--- src/rtl/line_buf_ctrl_if.sv ---
// ---------------------------------------------------------------------------
// line_buf_ctrl_if
// Stream bundle for the three-row line buffer controller.
//   in_valid/in_ready/in_pix/in_sof : upstream pixel stream, one pixel per beat,
//                                     in_sof marks the first pixel of a frame
//   out_valid/out_ready             : downstream column handshake
//   out_col                         : {row n-2, row n-1, row n} pixels of one column
//   out_x/out_y                     : coordinates of the row-n pixel
//   out_eol                         : last column of the line
// Modports:
//   slave  - the line buffer controller (consumes pixels, produces columns)
//   master - the environment (produces pixels, consumes columns)
// ---------------------------------------------------------------------------
interface line_buf_ctrl_if #(
  parameter int DWIDTH = 8,
  parameter int AWIDTH = 11
);
  logic                  in_valid;
  logic                  in_ready;
  logic [DWIDTH-1:0]     in_pix;
  logic                  in_sof;
  logic                  out_valid;
  logic                  out_ready;
  logic [3*DWIDTH-1:0]   out_col;
  logic [AWIDTH-1:0]     out_x;
  logic [AWIDTH-1:0]     out_y;
  logic                  out_eol;

  modport slave (
    input  in_valid, in_pix, in_sof, out_ready,
    output in_ready, out_valid, out_col, out_x, out_y, out_eol
  );

  modport master (
    output in_valid, in_pix, in_sof, out_ready,
    input  in_ready, out_valid, out_col, out_x, out_y, out_eol
  );
endinterface

--- src/rtl/line_buf_ctrl.sv ---
// ---------------------------------------------------------------------------
// line_buf_ctrl
// Three-row line buffer controller. Each incoming pixel reads the two stored
// history pixels of its column from a dual-port SRAM (word = {row n-2, row n-1}),
// and one cycle later writes back {row n-1, row n} while presenting the full
// column {row n-2, row n-1, row n} on the output register.
//
// Ports:
//   clk, rst        : clock (rising edge), asynchronous active-low reset
//   cfg_width       : active line width, sampled on each accepted in_sof pixel,
//                     clamped to [2, WORDS]
//   lb              : stream interface (line_buf_ctrl_if.slave)
//   sram_aa/da/bweba/weba : SRAM write port A (active-low write/bit enables)
//   sram_ab/webb/qb : SRAM read port B (active-low read, data one cycle later)
//
// Build option:
//   LB_ZERO_FILL_EN - when defined, the first two rows of a frame also produce
//                     output columns with the missing history taps forced to
//                     zero; when undefined, only rows y>=2 produce outputs.
// ---------------------------------------------------------------------------
module line_buf_ctrl #(
  parameter int DWIDTH = 8,
  parameter int AWIDTH = 11,
  parameter int WORDS  = 1920
) (
  input  logic                clk,
  input  logic                rst,
  input  logic [AWIDTH-1:0]   cfg_width,
  line_buf_ctrl_if.slave      lb,
  output logic [AWIDTH-1:0]   sram_aa,
  output logic [2*DWIDTH-1:0] sram_da,
  output logic [2*DWIDTH-1:0] sram_bweba,
  output logic                sram_weba,
  output logic [AWIDTH-1:0]   sram_ab,
  output logic                sram_webb,
  input  logic [2*DWIDTH-1:0] sram_qb
);

  typedef enum logic [1:0] {FILL0, FILL1, RUN} state_t;

  localparam logic [AWIDTH-1:0] MIN_W = AWIDTH'(2);
  localparam logic [AWIDTH-1:0] MAX_W = AWIDTH'(WORDS);
  localparam logic [AWIDTH-1:0] ONE   = AWIDTH'(1);
  localparam logic [AWIDTH-1:0] Y_MAX = '1;

  state_t              state, state_nxt, pix_state;

  logic [AWIDTH-1:0]   x_cnt, y_cnt, line_w;
  logic [AWIDTH-1:0]   cfg_clamped, cur_w, cur_x, cur_y;
  logic                cur_eol;
  logic                accept;

  logic                s1_valid, s1_adv, s1_eol, s1_emit;
  logic [DWIDTH-1:0]   s1_pix;
  logic [AWIDTH-1:0]   s1_x, s1_y;
  state_t              s1_state;

  logic [DWIDTH-1:0]   qb_hi, qb_lo, tap_hi, tap_lo;

  logic                out_valid_q, out_eol_q;
  logic [3*DWIDTH-1:0] out_col_q;
  logic [AWIDTH-1:0]   out_x_q, out_y_q;

  // Handshake. in_ready depends only on pipeline occupancy and out_ready,
  // never on in_valid, so there is no combinational loop with upstream.
  assign s1_adv      = s1_valid & (~out_valid_q | lb.out_ready);
  assign lb.in_ready = rst & (~s1_valid | s1_adv);
  assign accept      = rst & lb.in_valid & lb.in_ready;

  // Coordinates of the pixel being accepted. A start-of-frame pixel always
  // lands at (0,0) and uses the freshly sampled width.
  assign cfg_clamped = (cfg_width < MIN_W) ? MIN_W :
                       ((cfg_width > MAX_W) ? MAX_W : cfg_width);
  assign cur_w   = lb.in_sof ? cfg_clamped : line_w;
  assign cur_x   = lb.in_sof ? '0 : x_cnt;
  assign cur_y   = lb.in_sof ? '0 : y_cnt;
  assign cur_eol = (cur_x == cur_w - ONE);

  assign qb_hi = sram_qb[2*DWIDTH-1:DWIDTH];
  assign qb_lo = sram_qb[DWIDTH-1:0];

  // SRAM ports. The read for column x is issued on accept; the data comes
  // back while the pixel sits in S1 and stays held until the next read, which
  // can only happen in the same cycle S1 advances and writes the column back.
  assign sram_ab    = accept ? cur_x : '0;
  assign sram_webb  = ~accept;
  assign sram_weba  = ~s1_adv;
  assign sram_bweba = s1_adv ? '0 : '1;
  assign sram_aa    = s1_adv ? s1_x : '0;
  assign sram_da    = s1_adv ? {qb_lo, s1_pix} : '0;

  assign lb.out_valid = out_valid_q;
  assign lb.out_col   = out_col_q;
  assign lb.out_x     = out_x_q;
  assign lb.out_y     = out_y_q;
  assign lb.out_eol   = out_eol_q;

  // Row-phase state register: FILL0 for row 0, FILL1 for row 1, RUN after.
  always_ff @(posedge clk or negedge rst) begin
    if (!rst) state <= FILL0;
    else      state <= state_nxt;
  end

  // Row-phase next state. The state describes the row of the next pixel; a
  // start-of-frame pixel restarts from FILL0 regardless of where we were.
  always_comb begin
    pix_state = lb.in_sof ? FILL0 : state;
    state_nxt = state;
    if (accept) begin
      if (cur_eol) begin
        case (pix_state)
          FILL0:   state_nxt = FILL1;
          FILL1:   state_nxt = RUN;
          default: state_nxt = RUN;
        endcase
      end else begin
        state_nxt = pix_state;
      end
    end
  end

  // Row-phase outputs for the pixel in S1: whether it produces a column and
  // which history taps are meaningful.
  always_comb begin
    tap_hi = qb_hi;
    tap_lo = qb_lo;
`ifdef LB_ZERO_FILL_EN
    s1_emit = 1'b1;
    if (s1_state != RUN)   tap_hi = '0;
    if (s1_state == FILL0) tap_lo = '0;
`else
    s1_emit = (s1_state == RUN);
`endif
  end

  // Column/row counters and the per-frame width register.
  always_ff @(posedge clk or negedge rst) begin
    if (!rst) begin
      x_cnt  <= '0;
      y_cnt  <= '0;
      line_w <= MAX_W;
    end else if (accept) begin
      line_w <= cur_w;
      if (cur_eol) begin
        x_cnt <= '0;
        y_cnt <= (cur_y == Y_MAX) ? cur_y : cur_y + ONE;
      end else begin
        x_cnt <= cur_x + ONE;
        y_cnt <= cur_y;
      end
    end
  end

  // Stage S1: holds the accepted pixel while its SRAM read completes.
  always_ff @(posedge clk or negedge rst) begin
    if (!rst) begin
      s1_valid <= 1'b0;
      s1_pix   <= '0;
      s1_x     <= '0;
      s1_y     <= '0;
      s1_eol   <= 1'b0;
      s1_state <= FILL0;
    end else if (accept) begin
      s1_valid <= 1'b1;
      s1_pix   <= lb.in_pix;
      s1_x     <= cur_x;
      s1_y     <= cur_y;
      s1_eol   <= cur_eol;
      s1_state <= pix_state;
    end else if (s1_adv) begin
      s1_valid <= 1'b0;
    end
  end

  // Output register. Loaded only when S1 advances with a column to emit, so
  // the payload stays frozen while the consumer stalls.
  always_ff @(posedge clk or negedge rst) begin
    if (!rst) begin
      out_valid_q <= 1'b0;
      out_col_q   <= '0;
      out_x_q     <= '0;
      out_y_q     <= '0;
      out_eol_q   <= 1'b0;
    end else if (s1_adv) begin
      out_valid_q <= s1_emit;
      if (s1_emit) begin
        out_col_q <= {tap_hi, tap_lo, s1_pix};
        out_x_q   <= s1_x;
        out_y_q   <= s1_y;
        out_eol_q <= s1_eol;
      end
    end else if (lb.out_ready) begin
      out_valid_q <= 1'b0;
    end
  end

endmodule

--- src/flat_wrapper.sv ---
// flat-port wrapper written by rule: the top's interface ports become plain ports
module line_buf_ctrl_flat 
#(
  parameter int DWIDTH = 8,
  parameter int AWIDTH = 11,
  parameter int WORDS  = 1920
)
  (clk, rst, cfg_width, sram_aa, sram_da, sram_bweba, sram_weba, sram_ab, sram_webb, sram_qb, lb_in_valid, lb_in_pix, lb_in_sof, lb_out_ready, lb_in_ready, lb_out_valid, lb_out_col, lb_out_x, lb_out_y, lb_out_eol);
  line_buf_ctrl_if #(.DWIDTH(DWIDTH), .AWIDTH(AWIDTH)) lb_i ();
  input  logic clk;
  input  logic rst;
  input  logic [AWIDTH-1:0] cfg_width;
  output logic [AWIDTH-1:0] sram_aa;
  output logic [2*DWIDTH-1:0] sram_da;
  output logic [2*DWIDTH-1:0] sram_bweba;
  output logic sram_weba;
  output logic [AWIDTH-1:0] sram_ab;
  output logic sram_webb;
  input  logic [2*DWIDTH-1:0] sram_qb;
  input wire logic [$bits(lb_i.in_valid)-1:0] lb_in_valid;
  input wire logic [$bits(lb_i.in_pix)-1:0] lb_in_pix;
  input wire logic [$bits(lb_i.in_sof)-1:0] lb_in_sof;
  input wire logic [$bits(lb_i.out_ready)-1:0] lb_out_ready;
  output wire logic [$bits(lb_i.in_ready)-1:0] lb_in_ready;
  output wire logic [$bits(lb_i.out_valid)-1:0] lb_out_valid;
  output wire logic [$bits(lb_i.out_col)-1:0] lb_out_col;
  output wire logic [$bits(lb_i.out_x)-1:0] lb_out_x;
  output wire logic [$bits(lb_i.out_y)-1:0] lb_out_y;
  output wire logic [$bits(lb_i.out_eol)-1:0] lb_out_eol;
  assign lb_i.in_valid = lb_in_valid;
  assign lb_i.in_pix = lb_in_pix;
  assign lb_i.in_sof = lb_in_sof;
  assign lb_i.out_ready = lb_out_ready;
  assign lb_in_ready = lb_i.in_ready;
  assign lb_out_valid = lb_i.out_valid;
  assign lb_out_col = lb_i.out_col;
  assign lb_out_x = lb_i.out_x;
  assign lb_out_y = lb_i.out_y;
  assign lb_out_eol = lb_i.out_eol;
  line_buf_ctrl #(.DWIDTH(DWIDTH), .AWIDTH(AWIDTH), .WORDS(WORDS)) u_core (.clk(clk), .rst(rst), .cfg_width(cfg_width), .lb(lb_i), .sram_aa(sram_aa), .sram_da(sram_da), .sram_bweba(sram_bweba), .sram_weba(sram_weba), .sram_ab(sram_ab), .sram_webb(sram_webb), .sram_qb(sram_qb));
endmodule
--- config.mk ---
export PLATFORM = sky130hd
export DESIGN_NAME = line_buf_ctrl_flat
export DESIGN_NICKNAME = d
export VERILOG_FILES = /design/src/rtl/line_buf_ctrl_if.sv /design/src/rtl/line_buf_ctrl.sv /design/src/flat_wrapper.sv
export SDC_FILE = /design/constraint.sdc
export NUM_CORES = 1
export LEC_CHECK = 0
export BUFFER_PORTS_ARGS = -buffer_cell sky130_fd_sc_hd__clkbuf_2
export CORE_MARGIN = 3
export CORE_UTILIZATION = 26
export CTS_CLUSTER_DIAMETER = 30
export DETAILED_ROUTE_END_ITERATION = 6
export GPL_ROUTABILITY_DRIVEN = 0
export PLACE_DENSITY = 0.5
export SLEW_MARGIN = 0
export SYNTH_ARGS = -nofsm -noshare
export SYNTH_HDL_FRONTEND = slang
export SYNTH_SLANG_ARGS = --single-unit
--- constraint.sdc ---
create_clock -name clk -period 4.3 [get_ports clk]
set_clock_uncertainty 0.15 [all_clocks]
set_input_delay 0.86 -clock clk [delete_from_list [all_inputs] [get_ports clk]]
set_output_delay 0.86 -clock clk [all_outputs]
set_load 0.02 [all_outputs]
==> results.json, run 1 <==
{
  "status": "finished clean",
  "grt_pass1_wl_mm": 26.60,
  "rows": 54,
  "synth-edff-count": 0,
  "worstSkewPairLatency_ns": 0.41,
  "p_seq_share_pct": 41.6,
  "synth_fp_nets": 632,
  "cts_made_buffers": 17,
  "dominantRegCellSynth": "dfrtp_1",
  "grt_pass1_vias": 4918,
  "crit_path_end_kind": "register",
  "finalHoldViolCount": 0,
  "ys_warn_count": 0,
  "report.final.slew_viol_count": 0,
  "hp-start": "u_core.s1_state[0]",
  "cts_htree_levels": 4,
  "rsz0062_at_grt": "false",
  "ys_ff_latch": 117,
  "startpoint_type": "primary input",
  "die_area_sq_um": 24800,
  "syn_inst": 589,
  "area_growth_pct": 26.15,
  "holdPathStages": 2,
  "switching_power_mw": 0.8025,
  "ff2ff_path_depth": 9,
  "relSlewSlack_pct": 46.61,
  "crit_arrival_ns": 4.11,
  "core_sq_um": 22160,
  "synth_top_area_cell": "dfrtp_1",
  "portBuffers": 144,
  "cts_resized": 0,
  "crit_type": "primary input to register",
  "p_per_area_nw_per_um2": 394.0,
  "hp-class": "register to register",
  "drt-initial-drc-count": 367,
  "yosysSeqAreaShare_pct": 49.16,
  "clk_pin_slew_worst_paths_ns": 0.05,
  "ys_top_cells_by_count": "dfrtp_1 (113), nand2_1 (87), mux2_2 (54), and3_1 (45), clkbuf_1 (31)",
  "grt_usage_pct": 13.48,
  "grt_overflow_total": 0,
  "avgRoutedWirePerCell_um": 16.10,
  "power_frac_comb_pct": 11.7,
  "max_cap_violations": 0,
  "cts.path.max_buffers": 2,
  "p_leak_nw": 3.952,
  "peakVddDrop_mv": 0.2367,
  "viasPerCell": 4.827,
  "holdWs_ns": 0.3072,
  "drt_wl_total_mm": 16.33,
  "io_pins": 145,
  "synth_area_leaders": "dfrtp_1 (47%), mux2_2 (10%), nand2_1 (5.5%)",
  "ctsHoldBuffers": 0,
  "die_x_um": 157.5,
  "synth_top_area_share_pct": 47.40,
  "fin_crit_sh_pct": 91.66,
  "layout.nets": 764,
  "syn_avg_cell_area_sq_um": 10.13,
  "dp.cells": 982,
  "drive_gt1_share_pct": 37.47,
  "start_util_pct": 26.92,
  "cp_data_required_time_ns": 4.47,
  "worst_slew_pin_slew_ns": 0.8008,
  "power_frac_clock_pct": 46.7,
  "stdcell_count": 1014,
  "rrSetupSlack_ns": 1.07,
  "antenna_left": 0,
  "antenna_cells": 0,
  "fin_crit_ns": 3.941,
  "dp_hpwl_mm": 11.73,
  "grt_max_degree": 61,
  "root_buffer": "clkbuf_16",
  "drc": 0,
  "p_sw_share_pct": 27.06,
  "netlist_area_sq_um": 5966,
  "yosysMostFrequentCell": "dfrtp_1",
  "post-layout-total-power_mw": 2.965,
  "holdPathEnd": "u_core.s1_state[0]",
  "antenna_found_initial": 0,
  "synth_cell_type_count": 62,
  "clock-sinks": 117,
  "synth-async-reset-ratio_pct": 100.0,
  "cts_tree": "built",
  "drt_pre_antenna_iters": 4,
  "reg2reg_from": "u_core.line_w[5]",
  "internal_power_mw": 2.163,
  "cp_max_fo": 7,
  "final-setup-viol-count": 0,
  "worstReg2RegEnd": "u_core.y_cnt[6]",
  "post_cts_buffers": 0,
  "die_h_um": 157.5,
  "clock.fmax_ghz": 0.2537,
  "via_count": 4895
}
==> per-stage QoR <==
| step | TNS (ns) | util, % | instance area, sq um | setup slack, ns |
|---|---|---|---|---|
| finish | 0 | 33.96 | 7526 | 0.3585 |
| global route | 0 | 33.96 | 7526 | 0.09714 |
| CTS | 0 | 33.96 | 7526 | 0.3998 |
| detailed placement | -0.07491 | 31.36 | 6949 | -0.02694 |
| global placement | 0 | 31.36 | 6949 | 0.05786 |
| floorplan | 0 | - | 5966 | 0.1117 |
==> layer usage <==
layer  up-vias  GRT usage (%)  part of all wire, %
li1       2358              -                    -
met1      2339          18.14                   48
met2       184          21.32                   44
met4         0          4.256                  1.2
met5         -              0                    0
met3        14          3.437                  7.0
==> state kept, by name (all words and copies together) (netlist names) <==
name / count
u_core.s1_state: 2
u_core.y_cnt: 11
u_core.lb.out_col: 24
u_core.s1_x: 11
u_core.line_w: 11
u_core.state: 2
u_core.s1_valid: 1
u_core.lb.out_valid: 1
u_core.s1_eol: 1
u_core.lb.out_x: 11
u_core.lb.out_y: 11
u_core.lb.out_eol: 1
u_core.s1_pix: 8
u_core.s1_y: 11
u_core.x_cnt: 11
==> power by group through the flow <==
stage               clock network (mW)  registers, mW  logic [mW]
CTS                               1.43           1.23       0.351
global placement                     0           1.25       0.350
detailed placement                   0           1.25       0.349
finish                            1.38           1.23       0.347
global route                      1.48           1.24       0.392
floorplan                            0           1.21       0.259
==> logic make-up after synthesis <==
logic type	synth area share, %
AND/OR/NAND/NOR	20.37
flip-flops	49.16
adder cells (fa/ha/maj)	0.6293
multiplexers	10.36
buffers and inverters	5.285
XOR/XNOR	3.083
AO/OA/AOI/OAI	11.12
==> worst max-delay path, cell delays in order <==
cell and delay [ns]:
clkbuf_2 0.09, or4_4 0.56, nor4_2 0.36, a21oi_1 0.10, nor2_1 0.10, a21oi_1 0.05, ha_1 0.25, inv_1 0.11
a211oi_1 0.06, buf_4 0.16, nor2_1 0.14, a21oi_1 0.06, o32a_2 0.40, nor3b_4 0.27, buf_4 0.20, a31oi_1 0.10
a311oi_2 0.24
==> cells in the final DEF, fill, tap and decap left out, types with 8 or more instances in the layout <==
| cell | instances |
|---|---|
| a21o_1 | 14 |
| a21oi_1 | 14 |
| and3_1 | 45 |
| buf_4 | 27 |
| clkbuf_16 | 17 |
| clkbuf_2 | 143 |
| dfrtp_1 | 113 |
| mux2_2 | 54 |
| nand2_1 | 87 |
| nand3_1 | 9 |
| nand4_1 | 11 |
| nor2_1 | 23 |
| nor3_1 | 15 |
| o21ai_0 | 24 |
| o31ai_1 | 8 |
| xnor2_1 | 10 |
| xor2_1 | 11 |
==> worst max-delay path by stage <==
stage                       to    startpoint  slack [ns]
2_1_floorplan  u_core.y_cnt[1]  cfg_width[3]        0.11
3_3_place_gp   u_core.x_cnt[5]  cfg_width[3]        0.06
3_5_place_dp   u_core.y_cnt[6]  cfg_width[3]       -0.03
4_1_cts        u_core.y_cnt[6]  cfg_width[3]        0.40
5_1_grt        u_core.y_cnt[6]  cfg_width[3]         0.1
6_report       u_core.y_cnt[6]  cfg_width[3]        0.36
==> cell type report <==
class / count / area (sq um)
Multi-Input combinational cell: 407 / 2718
Clock inverter: 13 / 133.9
Inverter: 8 / 30.03
Clock buffer: 19 / 442.9
Sequential cell: 117 / 2933
Fill cell: 2281 / 14640
Timing Repair Buffer: 170 / 918.4
Tap cell: 280 / 350.3
Note: power is estimated with default switching activity, not from simulation.
==> run 2: changes to the inputs <==
BUFFER_PORTS_ARGS = -buffer_cell sky130_fd_sc_hd__buf_2   (was -buffer_cell sky130_fd_sc_hd__clkbuf_2)
==> results.json, run 2 (synthesis results as in run 1) <==
{
  "die_x_um": 157.5,
  "fin_crit_ns": 3.869,
  "clock.fmax_ghz": 0.2585,
  "p_leak_nw": 4.008,
  "crit_path_end_kind": "register",
  "portBuffers": 144,
  "place_area_sq_um": 6949,
  "fillCellCount": 2284,
  "viasPerCell": 4.828,
  "final-setup-viol-count": 0,
  "grt_max_degree": 80,
  "die_h_um": 157.5,
  "root_buffer": "clkbuf_16",
  "final_cell_mix": "buf_2 (143), dfrtp_1 (113), nand2_1 (87), mux2_2 (54), and3_1 (45)",
  "post_cts_buffers": 0,
  "crit_type": "primary input to register",
  "antenna_left": 0,
  "drive_gt1_share_pct": 37.60,
  "drt_wl_total_mm": 16.39,
  "via_count": 4896,
  "max_cap_violations": 0,
  "grt_pass1_vias": 4605,
  "finalHoldViolCount": 0,
  "p_sw_share_pct": 26.75,
  "ff2ff_path_depth": 9,
  "final_area_sq_um": 7553,
  "core_sq_um": 22160,
  "worst_slew_pin_slew_ns": 1.043,
  "hp-start": "u_core.s1_state[0]",
  "fin_tns_setup_ns": 0,
  "reg2reg_from": "u_core.line_w[5]",
  "holdPathEnd": "u_core.s1_state[0]",
  "layout_commonest_cell": "buf_2",
  "cts_htree_levels": 4,
  "area_growth_pct": 26.61,
  "avgRoutedWirePerCell_um": 16.16,
  "report.final.slew_viol_count": 0,
  "largest_register_ffs": 24,
  "utilization_pct": 34.08,
  "p_seq_share_pct": 40.9,
  "relSlewSlack_pct": 30.47,
  "antenna_cells": 0,
  "io_pins": 145,
  "hp-class": "register to register",
  "fin_crit_sh_pct": 89.97,
  "worstReg2RegEnd": "u_core.x_cnt[8]",
  "drt-initial-drc-count": 294,
  "drt_pre_antenna_iters": 4,
  "internal_power_mw": 2.212,
  "cts.path.max_buffers": 2,
  "grt_overflow_total": 0,
  "die_area_sq_um": 24800,
  "grt_usage_pct": 13.24,
  "rsz0062_at_grt": "false",
  "grt_pass1_wl_mm": 25.81,
  "ctsHoldBuffers": 0,
  "cp_data_required_time_ns": 4.45,
  "cp_max_fo": 14,
  "worstSkewPairLatency_ns": 0.41,
  "cts_resized": 0,
  "cts_tree": "built",
  "status": "finished clean",
  "drc": 0,
  "start_util_pct": 26.92,
  "rrSetupSlack_ns": 1.02,
  "antenna_found_initial": 0,
  "layout.nets": 764,
  "peakVddDrop_mv": 0.2394,
  "clk_pin_slew_worst_paths_ns": 0.05,
  "startpoint_type": "primary input",
  "power_frac_comb_pct": 11.5,
  "crit_arrival_ns": 4.02,
  "holdWs_ns": 0.3104,
  "cts_made_buffers": 17,
  "rows": 54,
  "switching_power_mw": 0.8078,
  "dp_hpwl_mm": 11.64,
  "clock-sinks": 117,
  "p_per_area_nw_per_um2": 399.8,
  "holdPathStages": 2,
  "power_frac_clock_pct": 47.7
}
-- run 2: through the flow --
step | setup slack, ns | std cells | power [mW]
after detailed placement | 0.005218 | 982 | 1.602
after global routing | 0.1393 | 1014 | 3.171
after floorplan | 0.1117 | 589 | 1.464
after global placement | 0.09360 | 982 | 1.601
after CTS | 0.4407 | 1014 | 3.063
final | 0.4314 | 1014 | 3.020
-- run 2: layout make-up --
cell class / instances / area [sq um] / area share (%)
Timing Repair Buffer: 170 / 918.4 / 12.16
Tap cell: 280 / 350.3 / 4.638
Sequential cell: 117 / 2933 / 38.83
Inverter: 8 / 30.03 / 0.3975
Clock inverter: 11 / 123.9 / 1.640
Multi-Input combinational cell: 407 / 2718 / 35.98
Clock buffer: 21 / 480.5 / 6.361
-- run 2: worst max-delay path by stage --
| stage | from | depth (start not counted) | slack [ns] | to |
|---|---|---|---|---|
| 5_1_grt | cfg_width[3] | 17 | 0.14 | u_core.x_cnt[8] |
| 2_1_floorplan | cfg_width[3] | 14 | 0.11 | u_core.y_cnt[1] |
| 6_report | cfg_width[3] | 17 | 0.43 | u_core.x_cnt[8] |
| 4_1_cts | cfg_width[3] | 17 | 0.44 | u_core.x_cnt[8] |
| 3_5_place_dp | cfg_width[3] | 17 | 0.005 | u_core.x_cnt[8] |
| 3_3_place_gp | cfg_width[3] | 17 | 0.09 | u_core.x_cnt[8] |
-- run 2: critical path, stage by stage --
cell      delay [ns]
buf_2           0.11
or4_4           0.56
nor4_2          0.34
a21oi_1         0.10
nor2_1          0.11
a21oi_1         0.06
ha_1            0.19
inv_1           0.09
a211oi_1        0.05
buf_4           0.16
nor2_1          0.13
a21oi_1         0.06
o32a_2          0.40
nor3b_4         0.26
buf_4           0.24
o31ai_1         0.09
a21o_1          0.21
-- run 2: metal layers --
| metal | part of all wire [%] | global-route usage (%) | vias up |
|---|---|---|---|
| met5 | 0 | 0 | - |
| met1 | 50 | 18.74 | 2348 |
| met2 | 43 | 20.20 | 178 |
| met3 | 6.0 | 3.272 | 14 |
| li1 | - | - | 2356 |
| met4 | 0.87 | 3.678 | 0 |
-- run 2: power by group through the flow --
stage / logic [mW] / registers (mW) / clock network (mW)
after floorplan: 0.259 / 1.21 / 0
after global placement: 0.349 / 1.25 / 0
after detailed placement: 0.348 / 1.25 / 0
after CTS: 0.350 / 1.23 / 1.48
after global routing: 0.392 / 1.24 / 1.54
final: 0.346 / 1.23 / 1.44
